File: src/rtl/gfx_wbm_readwrite64.sv
// Wishbone B3 classic single-beat master for the 64-bit read/write arbiter.
// Optional bus watchdog enabled by defining GFX_WBM_TIMEOUT_EN.
module gfx_wbm_readwrite64 #(
    parameter int unsigned TIMEOUT_CYCLES = 256
) (
    input  logic        clk_i,
    input  logic        rst_i,
    input  logic        read_request_i,
    input  logic        write_request_i,
    input  logic [28:0] addr_i,
    input  logic [7:0]  sel_i,
    input  logic [63:0] dat_i,
    output logic [63:0] dat_o,
    output logic        ack_o,
    output logic        err_o,
    output logic        busy_o,
    output logic        wbm_cyc_o,
    output logic        wbm_stb_o,
    output logic [2:0]  wbm_cti_o,
    output logic [1:0]  wbm_bte_o,
    output logic        wbm_we_o,
    output logic [31:0] wbm_adr_o,
    output logic [7:0]  wbm_sel_o,
    output logic [63:0] wbm_dat_o,
    input  logic        wbm_ack_i,
    input  logic        wbm_err_i,
    input  logic [63:0] wbm_dat_i
);

    typedef enum logic [1:0] {IDLE, BUS, ACK} state_t;

    state_t      state_q, state_d;
    logic        cyc_q, cyc_d;
    logic        we_q, we_d;
    logic [28:0] adr_q, adr_d;
    logic [7:0]  sel_q, sel_d;
    logic [63:0] wdat_q, wdat_d;
    logic [63:0] rdat_q, rdat_d;
    logic        ack_q, ack_d;
    logic        err_q, err_d;
    logic        timeout;

`ifdef GFX_WBM_TIMEOUT_EN
    localparam int CNT_W = (TIMEOUT_CYCLES > 1) ? $clog2(TIMEOUT_CYCLES) : 1;
    logic [CNT_W-1:0] cnt_q, cnt_d;
    assign timeout = (cnt_q == CNT_W'(TIMEOUT_CYCLES - 1));
`else
    assign timeout = 1'b0;
`endif

    always_comb begin
        state_d = state_q;
        cyc_d   = cyc_q;
        we_d    = we_q;
        adr_d   = adr_q;
        sel_d   = sel_q;
        wdat_d  = wdat_q;
        rdat_d  = rdat_q;
        ack_d   = 1'b0;
        err_d   = 1'b0;
`ifdef GFX_WBM_TIMEOUT_EN
        cnt_d   = cnt_q;
`endif
        case (state_q)
            IDLE: begin
                if (read_request_i || write_request_i) begin
                    adr_d   = addr_i;
                    sel_d   = sel_i;
                    wdat_d  = dat_i;
                    we_d    = write_request_i;
                    cyc_d   = 1'b1;
                    state_d = BUS;
`ifdef GFX_WBM_TIMEOUT_EN
                    cnt_d   = '0;
`endif
                end
            end
            BUS: begin
                if (wbm_ack_i || wbm_err_i || timeout) begin
                    cyc_d   = 1'b0;
                    ack_d   = 1'b1;
                    // error beats a simultaneous ack; watchdog only fires on a silent slave
                    err_d   = wbm_err_i | (~wbm_ack_i & timeout);
                    if (wbm_ack_i && !wbm_err_i && !we_q)
                        rdat_d = wbm_dat_i;
                    state_d = ACK;
                end
`ifdef GFX_WBM_TIMEOUT_EN
                else begin
                    cnt_d = cnt_q + 1'b1;
                end
`endif
            end
            ACK:     state_d = IDLE;
            default: state_d = IDLE;
        endcase
    end

    always_ff @(posedge clk_i) begin
        if (rst_i) begin
            state_q <= IDLE;
            cyc_q   <= 1'b0;
            we_q    <= 1'b0;
            adr_q   <= '0;
            sel_q   <= '0;
            wdat_q  <= '0;
            rdat_q  <= '0;
            ack_q   <= 1'b0;
            err_q   <= 1'b0;
`ifdef GFX_WBM_TIMEOUT_EN
            cnt_q   <= '0;
`endif
        end else begin
            state_q <= state_d;
            cyc_q   <= cyc_d;
            we_q    <= we_d;
            adr_q   <= adr_d;
            sel_q   <= sel_d;
            wdat_q  <= wdat_d;
            rdat_q  <= rdat_d;
            ack_q   <= ack_d;
            err_q   <= err_d;
`ifdef GFX_WBM_TIMEOUT_EN
            cnt_q   <= cnt_d;
`endif
        end
    end

    assign dat_o     = rdat_q;
    assign ack_o     = ack_q;
    assign err_o     = err_q;
    assign busy_o    = (state_q != IDLE);
    assign wbm_cyc_o = cyc_q;
    assign wbm_stb_o = cyc_q;
    assign wbm_cti_o = 3'b000;
    assign wbm_bte_o = 2'b00;
    assign wbm_we_o  = we_q;
    assign wbm_adr_o = {adr_q, 3'b000};
    assign wbm_sel_o = sel_q;
    assign wbm_dat_o = wdat_q;

endmodule

File: config.mk
export PLATFORM = sky130hd
export DESIGN_NAME = gfx_wbm_readwrite64
export DESIGN_NICKNAME = d
export VERILOG_FILES = /design/src/rtl/gfx_wbm_readwrite64.sv
export SDC_FILE = /design/constraint.sdc
export NUM_CORES = 1
export LEC_CHECK = 0
export CORE_MARGIN = 5
export CORE_UTILIZATION = 40
export CTS_CLUSTER_DIAMETER = 30
export CTS_CLUSTER_SIZE = 25
export DETAILED_ROUTE_END_ITERATION = 16
export MAX_ROUTING_LAYER = met4
export PLACE_DENSITY = 0.8
export SLEW_MARGIN = 20
export SYNTH_ARGS = -nofsm -noshare
export SYNTH_HDL_FRONTEND = slang
export SYNTH_SLANG_ARGS = --single-unit
File: constraint.sdc
create_clock -name clk_i -period 1.7 [get_ports clk_i]
set_clock_uncertainty 0.15 [all_clocks]
set_input_delay 0.34 -clock clk_i [delete_from_list [all_inputs] [get_ports clk_i]]
set_output_delay 0.34 -clock clk_i [all_outputs]
set_load 0.1 [all_outputs]
== Word-level counts from Yosys, hierarchy flattened ==
Index checks and enable logic that the tools add are counted.

* Mux-type cells: 7
* Add/subtract/negate cells: 0
* Magnitude comparators: 0
* Shift-type cells: 0
* Bitwise logic cells: 2
* Equality and inequality tests: 3
* $mul: 0
* Div/mod/pow operators: 0
* Reduce and logical (&&, ||, !) cells: 15

{| class="wikitable"
|+ Operators by type and width
! cell !! count
|-
| $reduce_and A3 Y1 || 2
|-
| $mux W2 || 2
|-
| $ne A2 B2 Y1 const B || 2
|-
| $pmux W2 S2 || 1
|-
| $reduce_and A2 Y1 || 2
|-
| $reduce_bool A2 Y1 || 2
|-
| $mux W1 || 3
|-
| $reduce_or A3 Y1 || 1
|-
| $eq A2 B1 Y1 const B || 1
|-
| $logic_and A1 B1 Y1 || 2
|-
| $logic_not A1 Y1 || 2
|-
| $logic_not A2 Y1 || 1
|-
| $logic_or A1 B1 Y1 || 2
|-
| $not A1 Y1 || 2
|-
| $pmux W1 S2 || 1
|-
| $reduce_or A2 Y1 || 1
|}

* Latch bits: 0
* Bits in writable memories: 0
* Register bits: 171
* Bits in read-only memories: 0
* Logic and storage cells: 36
* Memories: 0

== Longest topological paths before layout ==
Gate-level depths: netlist of run 1.

* Depth in word-level cells: 4
* Gate-level depth with buffers: 6
* Depth with buffers taken out: 4

== Worst setup path after synthesis of run 1 ==
OpenSTA, ideal clock, no wires.

* Path kind: register -> output
* From: register cyc_q, in the netlist wbm_cyc_o
* To: output wbm_stb_o
* Path slack: -158 ps
* Required time: 1,210 ps
* Arrival time: 1,368 ps
* Stages on the path, launching flop included: 2
* Path through: dfxtp_1 -> buf_4

{| class="wikitable"
|+ RTL lines
! element !! line !! source
|-
| start: declaration || 33 || <nowiki>logic cyc_q, cyc_d;</nowiki>
|-
| start signal: assignment || 115 || <nowiki>cyc_q <= cyc_d;</nowiki>
|-
| end: declaration || 18 || <nowiki>output logic wbm_stb_o,</nowiki>
|}

No word-level cell between the ends.

== Worst setup path after layout of run 1 ==
* From: register state_q[1]
* To: register rdat_q[25], in the netlist dat_o[25]

* Word-level cells in the longest chain between the ends: 2

{| class="wikitable"
|+ Ends and longest elaborated chain
! element !! line !! source
|-
| start: declaration || 32 || <nowiki>state_t state_q, state_d;</nowiki>
|-
| start signal: assignment || 114 || <nowiki>state_q <= state_d;</nowiki>
|-
| $eq A2 B1 Y1 || 64 || <nowiki>case (state_q)</nowiki>
|-
| $reduce_and A3 Y1 (no source line) || n/a ||
|-
| end signal: assignment || 120 || <nowiki>rdat_q <= rdat_d;</nowiki>
|-
| end: declaration || 38 || <nowiki>logic [63:0] rdat_q, rdat_d;</nowiki>
|}

No other way between the ends.
A chain may end at the register's enable or synchronous reset.

==> results of run 1 <==
==> registers in the layout, indices dropped and copies added (netlist names) <==
| register | cells |
|---|---|
| dat_o | 64 |
| wbm_dat_o | 64 |
| adr_q | 29 |
| wbm_sel_o | 8 |
| state_q | 2 |
| ack_o | 1 |
| err_o | 1 |
| wbm_cyc_o | 1 |
| wbm_we_o | 1 |
==> area by class of cell <==
class | count | area, um2
diodes | 2 | 5.005
clock buffers | 21 | 450.4
clock inverters | 10 | 141.4
fillers | 1039 | 4136
inverters | 2 | 10.01
multi-input cells | 520 | 3123
flip-flops and latches | 171 | 3428
well taps | 225 | 281.5
repair buffers | 386 | 5660
==> final timing paths <==
| path | end | slack (ns) |
|---|---|---|
| hold / removal | adr_q[19] | 0.16 |
| setup / recovery | dat_o[25] | 0.007 |
| setup reg to reg | dat_o[25] | 0.007 |
| hold reg to reg | dat_o[36] | 0.36 |
==> synth_stat cells (all sizes together) <==
cell	count	area share, %
mux2i	64	9.1
and2	1	0.089
buf	46	5.0
or2	1	0.089
inv	2	0.11
clkbuf	40	2.1
nand2b	130	12
dfxtp	171	49
nor2	3	0.20
a21oi	104	7.4
nand3	101	7.2
o21ai	103	7.4
nand2	2	0.11
nor3	2	0.14
nor4b	1	0.34
conb	1	0.054
==> cells by family (layout without fill, tap and decap cells) <==
| group | count (synthesis) | after routing | share of synthesized area, % |
|---|---|---|---|
| other | 1 | 10 | 0.05353 |
| flip-flops | 171 | 171 | 48.87 |
| buffers and inverters | 88 | 419 | 7.251 |
| multiplexers | 64 | 64 | 9.144 |
| AO/OA/AOI/OAI | 207 | 207 | 14.79 |
| AND/OR/NAND/NOR | 241 | 241 | 19.90 |
==> layer usage <==
layer  global-route usage, %  up-vias  wire (um)
li1                        -     3278          -
met1                   27.09     3280       9388
met2                   41.19      305      12720
met3                   7.964       34       2403
met4                   7.304        0        575
met5                       -        -          0
==> through the flow <==
stage	cell area, um2	util (%)	setup WS [ns]	cells
floorplan	7034	-	0.03539	779
global placement	12440	72.17	-0.1320	1300
detailed placement	12440	72.17	-0.1877	1300
CTS	13040	75.67	0.02250	1332
global route	13100	76.00	-0.09445	1337
finish	13100	76.00	0.006840	1337
==> power breakdown <==
part | internal, mW | total, mW | switching [mW]
logic | 1.65 | 4.32 | 2.67
clock network | 2.35 | 3.96 | 1.61
registers | 4.26 | 4.52 | 0.260
total | 8.27 | 12.8 | 4.53
==> repair_timing <==
item | CTS | global route
endpoints found under the setup margin | 1 | 6
hold buffers | 0 | 0
buffers inserted | 1 | 2
cloned | 0 | 1
pin swaps | 1 | 1
gates resized for setup | 2 | 4
==> results.toml, run 1 <==
[place]
place.gp.congestion = 0.8473
dp_hpwl_um = 18400
portBuffers = 341

[synth]
syn_inst = 772
ys_ff_latch = 171
synth_cell_types = 23
syn-cell-area_um2 = 7005
yosysSeqAreaShare_pct = 48.87
yosysWarningCount = 0
syn_avg_cell_area_um2 = 9.074

[pwr]
powerDensity_nw_per_um2 = 977.0
power_mw = 12.80
irDropWorstVdd_v = 0.0006510
cellLeakagePower_nw = 4.938

[routing]
vias = 6897
detail_route.wl_per_cell_um = 18.77
drtIter0Drc = 291
dr.pass1.iters = 5
drc = 0
drt_wl_total_um = 25090
final_antenna_net_count = 0
routed_via_density = 5.159

[floorplanning]
fp-row-count = 48
coreArea_um2 = 17240
die_area_um2 = 20260
dieWidth_um = 142.3
pin_count = 350
initial_core_util_pct = 40.64
chipHeight_um = 142.3

[grt]
grt_max_degree = 82
grt-ovfl-total = 0
antenna_found_initial = 2
grt_pass1_vias = 6934
track_usage_pct = 24.21
grt_pass1_wl_um = 37580

[critical_path]
critPathMaxFanout = 13
r2r.worst_path.cells = 6
r2r_start = "state_q[1]"
cp.required_ns = 1.87
crit_family = "buffers and inverters"
cp_num_cells = 6
cp.arrival_ns = 1.86
path_buf_inv = 3
max_stage_delay_ns = 0.33
startpoint = "state_q[1]"
start_kind = "register"
critPathKind = "register to register"
path_cells = "nand2b_4, nor4b_4, buf_4, buf_12, buf_12, mux2i_1"
cp_common_cell = "buf_12"
critPathCaptureType = "register"
critPathSlowestCell = "dfxtp_2"

[final_layout]
final_cell_mix = "buf_12 (185), clkdlybuf4s50_1 (169), dfxtp_1 (167), nand2b_1 (129), a21oi_1 (104)"
area_growth_pct = 87.00
drive_gt1_share_pct = 23.15
fin_nets = 1269
final_common_cell = "buf_12"

[clock_network]
htreeDepth = 4
cts_sinks = 171
cts_tree = "done"
insertion_delay_ns = 0.40
clockBufferDepth = 2
path_clk_slew_ns = 0.07
cts_buffers = 17
root_buffer = "clkbuf_16"

[worst_hold_path]
hold-path-cell-count = 2
hold_path_class = "input port to register"
hp-start = "rst_i"

[run]
drv_cap = 0

[outcome]
status = "complete, no violations"

[sta]
hold_violations = 0
tns_ns = 0
finalCriticalPeriod_ns = 1.693
timing.final.crit_share_pct = 99.60
drv_slew = 0
whs_ns = 0.1649
max_freq_ghz = 0.5906
finalSetupViolations = 0
No activity file was read; power rests on OpenSTA's default activity.
==> run 2, diff against run 1 <==
- clock period: 1.7 -> 1.66 ns (I/O delays scaled with it)
==> run 2 against run 1 <==
Against the previous run:
- the flow now finishes with violations (setup timing)
- sequential power rose by 2%
- combinational power rose by 4.9%
- non-clock buffer count rose by 1
- routed wire length rose by 5.8%
- cell area rose by 1.7%
- critical path depth fell by 2
- clock power rose by 7.6%
- utilization rose by 1.3 points
- via count rose by 1.5%
- flip-flop and latch count did not move
==> results.toml, run 2 (synthesized netlist as in run 1, its figures left out) <==
[outcome]
status = "finished, violations left"
violations = "setup timing"

[place]
portBuffers = 341
dp_hpwl_um = 18540
place.gp.congestion = 0.8234

[final_layout]
fin_nets = 1270
final_cell_mix = "buf_12 (183), clkdlybuf4s50_1 (169), dfxtp_1 (167), nand2b_1 (129), a21oi_1 (104)"
final_common_cell = "buf_12"
area_growth_pct = 90.23
drive_gt1_share_pct = 23.47
diodes = 0

[pwr]
power_mw = 13.42
cellLeakagePower_nw = 5.028
switchingPower_mw = 4.691
powerDensity_nw_per_um2 = 1007
seqPwrFrac_pct = 34.5
switching_share_pct = 34.94
power.internal_mw = 8.734
p_clk_share_pct = 31.7
irDropWorstVdd_v = 0.0006884
combPwrFrac_pct = 33.8

[clock_network]
cts_tree = "done"
path_clk_slew_ns = 0.06
root_buffer = "clkbuf_16"
cts_buffers = 17
insertion_delay_ns = 0.41
htreeDepth = 4
ctsHoldBuffers = 0
clockBufferDepth = 2
cts_sinks = 171

[critical_path]
critPathMaxFanout = 2
cp.arrival_ns = 1.22
critPathCaptureType = "output port"
max_stage_delay_ns = 0.36
start_kind = "register"
critPathSlowestCell = "dfxtp_4"
path_cells = "nor2_4, inv_4, buf_12, buf_12"
critPathKind = "register to output port"
cp_common_cell = "buf_12"
cp.required_ns = 1.18

[worst_hold_path]
hold_path_class = "input port to register"

[grt]
grt_pass1_vias = 7174
grt-ovfl-total = 0
grt_pass1_wl_um = 38430
grt_max_degree = 50
track_usage_pct = 24.94
antenna_found_initial = 0

[floorplanning]
chipHeight_um = 142.3
coreArea_um2 = 17240
fp-row-count = 48
pin_count = 350
dieWidth_um = 142.3
die_area_um2 = 20260
initial_core_util_pct = 40.64

[sta]
finalSetupViolations = 8
finalCriticalPeriod_ns = 1.701
max_freq_ghz = 0.5878
setup_slack_ns = -0.04130
timing.final.crit_share_pct = 102.5
rsz0062_at_grt = "yes"
tns_ns = -0.1172
drv_slew = 0
hold_violations = 0

[routing]
detail_route.wl_per_cell_um = 19.85
vias = 6998
drc = 0
dr.pass1.iters = 5
drt_wl_total_um = 26540
routed_via_density = 5.234
final_antenna_net_count = 0
drtIter0Drc = 380

[run]
drv_cap = 0
[run 2: power groups by stage]
stage                     sequential [mW]  clock [mW]  combinational, mW
after CTS                            4.63        4.33               4.49
after global routing                 4.66        4.48               4.68
after global placement               4.70           0               4.35
after detailed placement             4.72           0               4.39
after floorplan                      6.35           0              0.881
final                                4.63        4.26               4.53
[run 2: worst paths after layout]
path	end	startpoint	slack [ns]	cells past startpoint
hold reg to reg	dat_o[56]	dat_o[56]	0.36	2
setup / recovery	busy_o	state_q[0]	-0.04	4
setup reg to reg	dat_o[43]	state_q[1]	-0.03	6
hold / removal	state_q[0]	rst_i	0.14	2
[run 2: metal layers]
metal / up-vias / global-route usage [%] / wire length, um
met2: 328 / 42.46 / 13460
met5: - / - / 0
met4: 0 / 9.605 / 832
met1: 3330 / 26.88 / 9741
met3: 56 / 8.434 / 2507
li1: 3284 / - / -
[run 2: worst max-delay path, delay by kind of cell (launching register included)]
kind                   cells  cell delay, ns
buffers and inverters      3            0.32
AND/OR/NAND/NOR            1            0.12
flip-flops                 1            0.36
[run 2: metrics by stage]
step	hold WS [ns]	instance area, um2	setup slack, ns	util, %	std cells
CTS	0.1239	13100	-0.06335	76.02	1329
floorplan	0.3037	7037	0.08402	-	779
global placement	0.3426	12380	-0.1877	71.82	1292
finish	0.1441	13330	-0.04130	77.32	1337
detailed placement	0.3499	12380	-0.2476	71.82	1292
global route	0.1420	13330	-0.09501	77.32	1337
[run 2: final cells by class]
type / count / area (um2)
multi-input cells: 520 / 3143
repair buffers: 387 / 5832
clock buffers: 23 / 467.9
flip-flops and latches: 171 / 3431
clock inverters: 9 / 161.4
fillers: 1026 / 3910
well taps: 225 / 281.5
inverters: 2 / 10.01
[run 2: repair_timing]
item                                    in CTS  in global routing
buffers inserted                             3                  2
resized for setup                            4                 12
gates cloned                                 2                  6
pin swaps                                    1                  1
endpoints found under the setup margin       2                 44
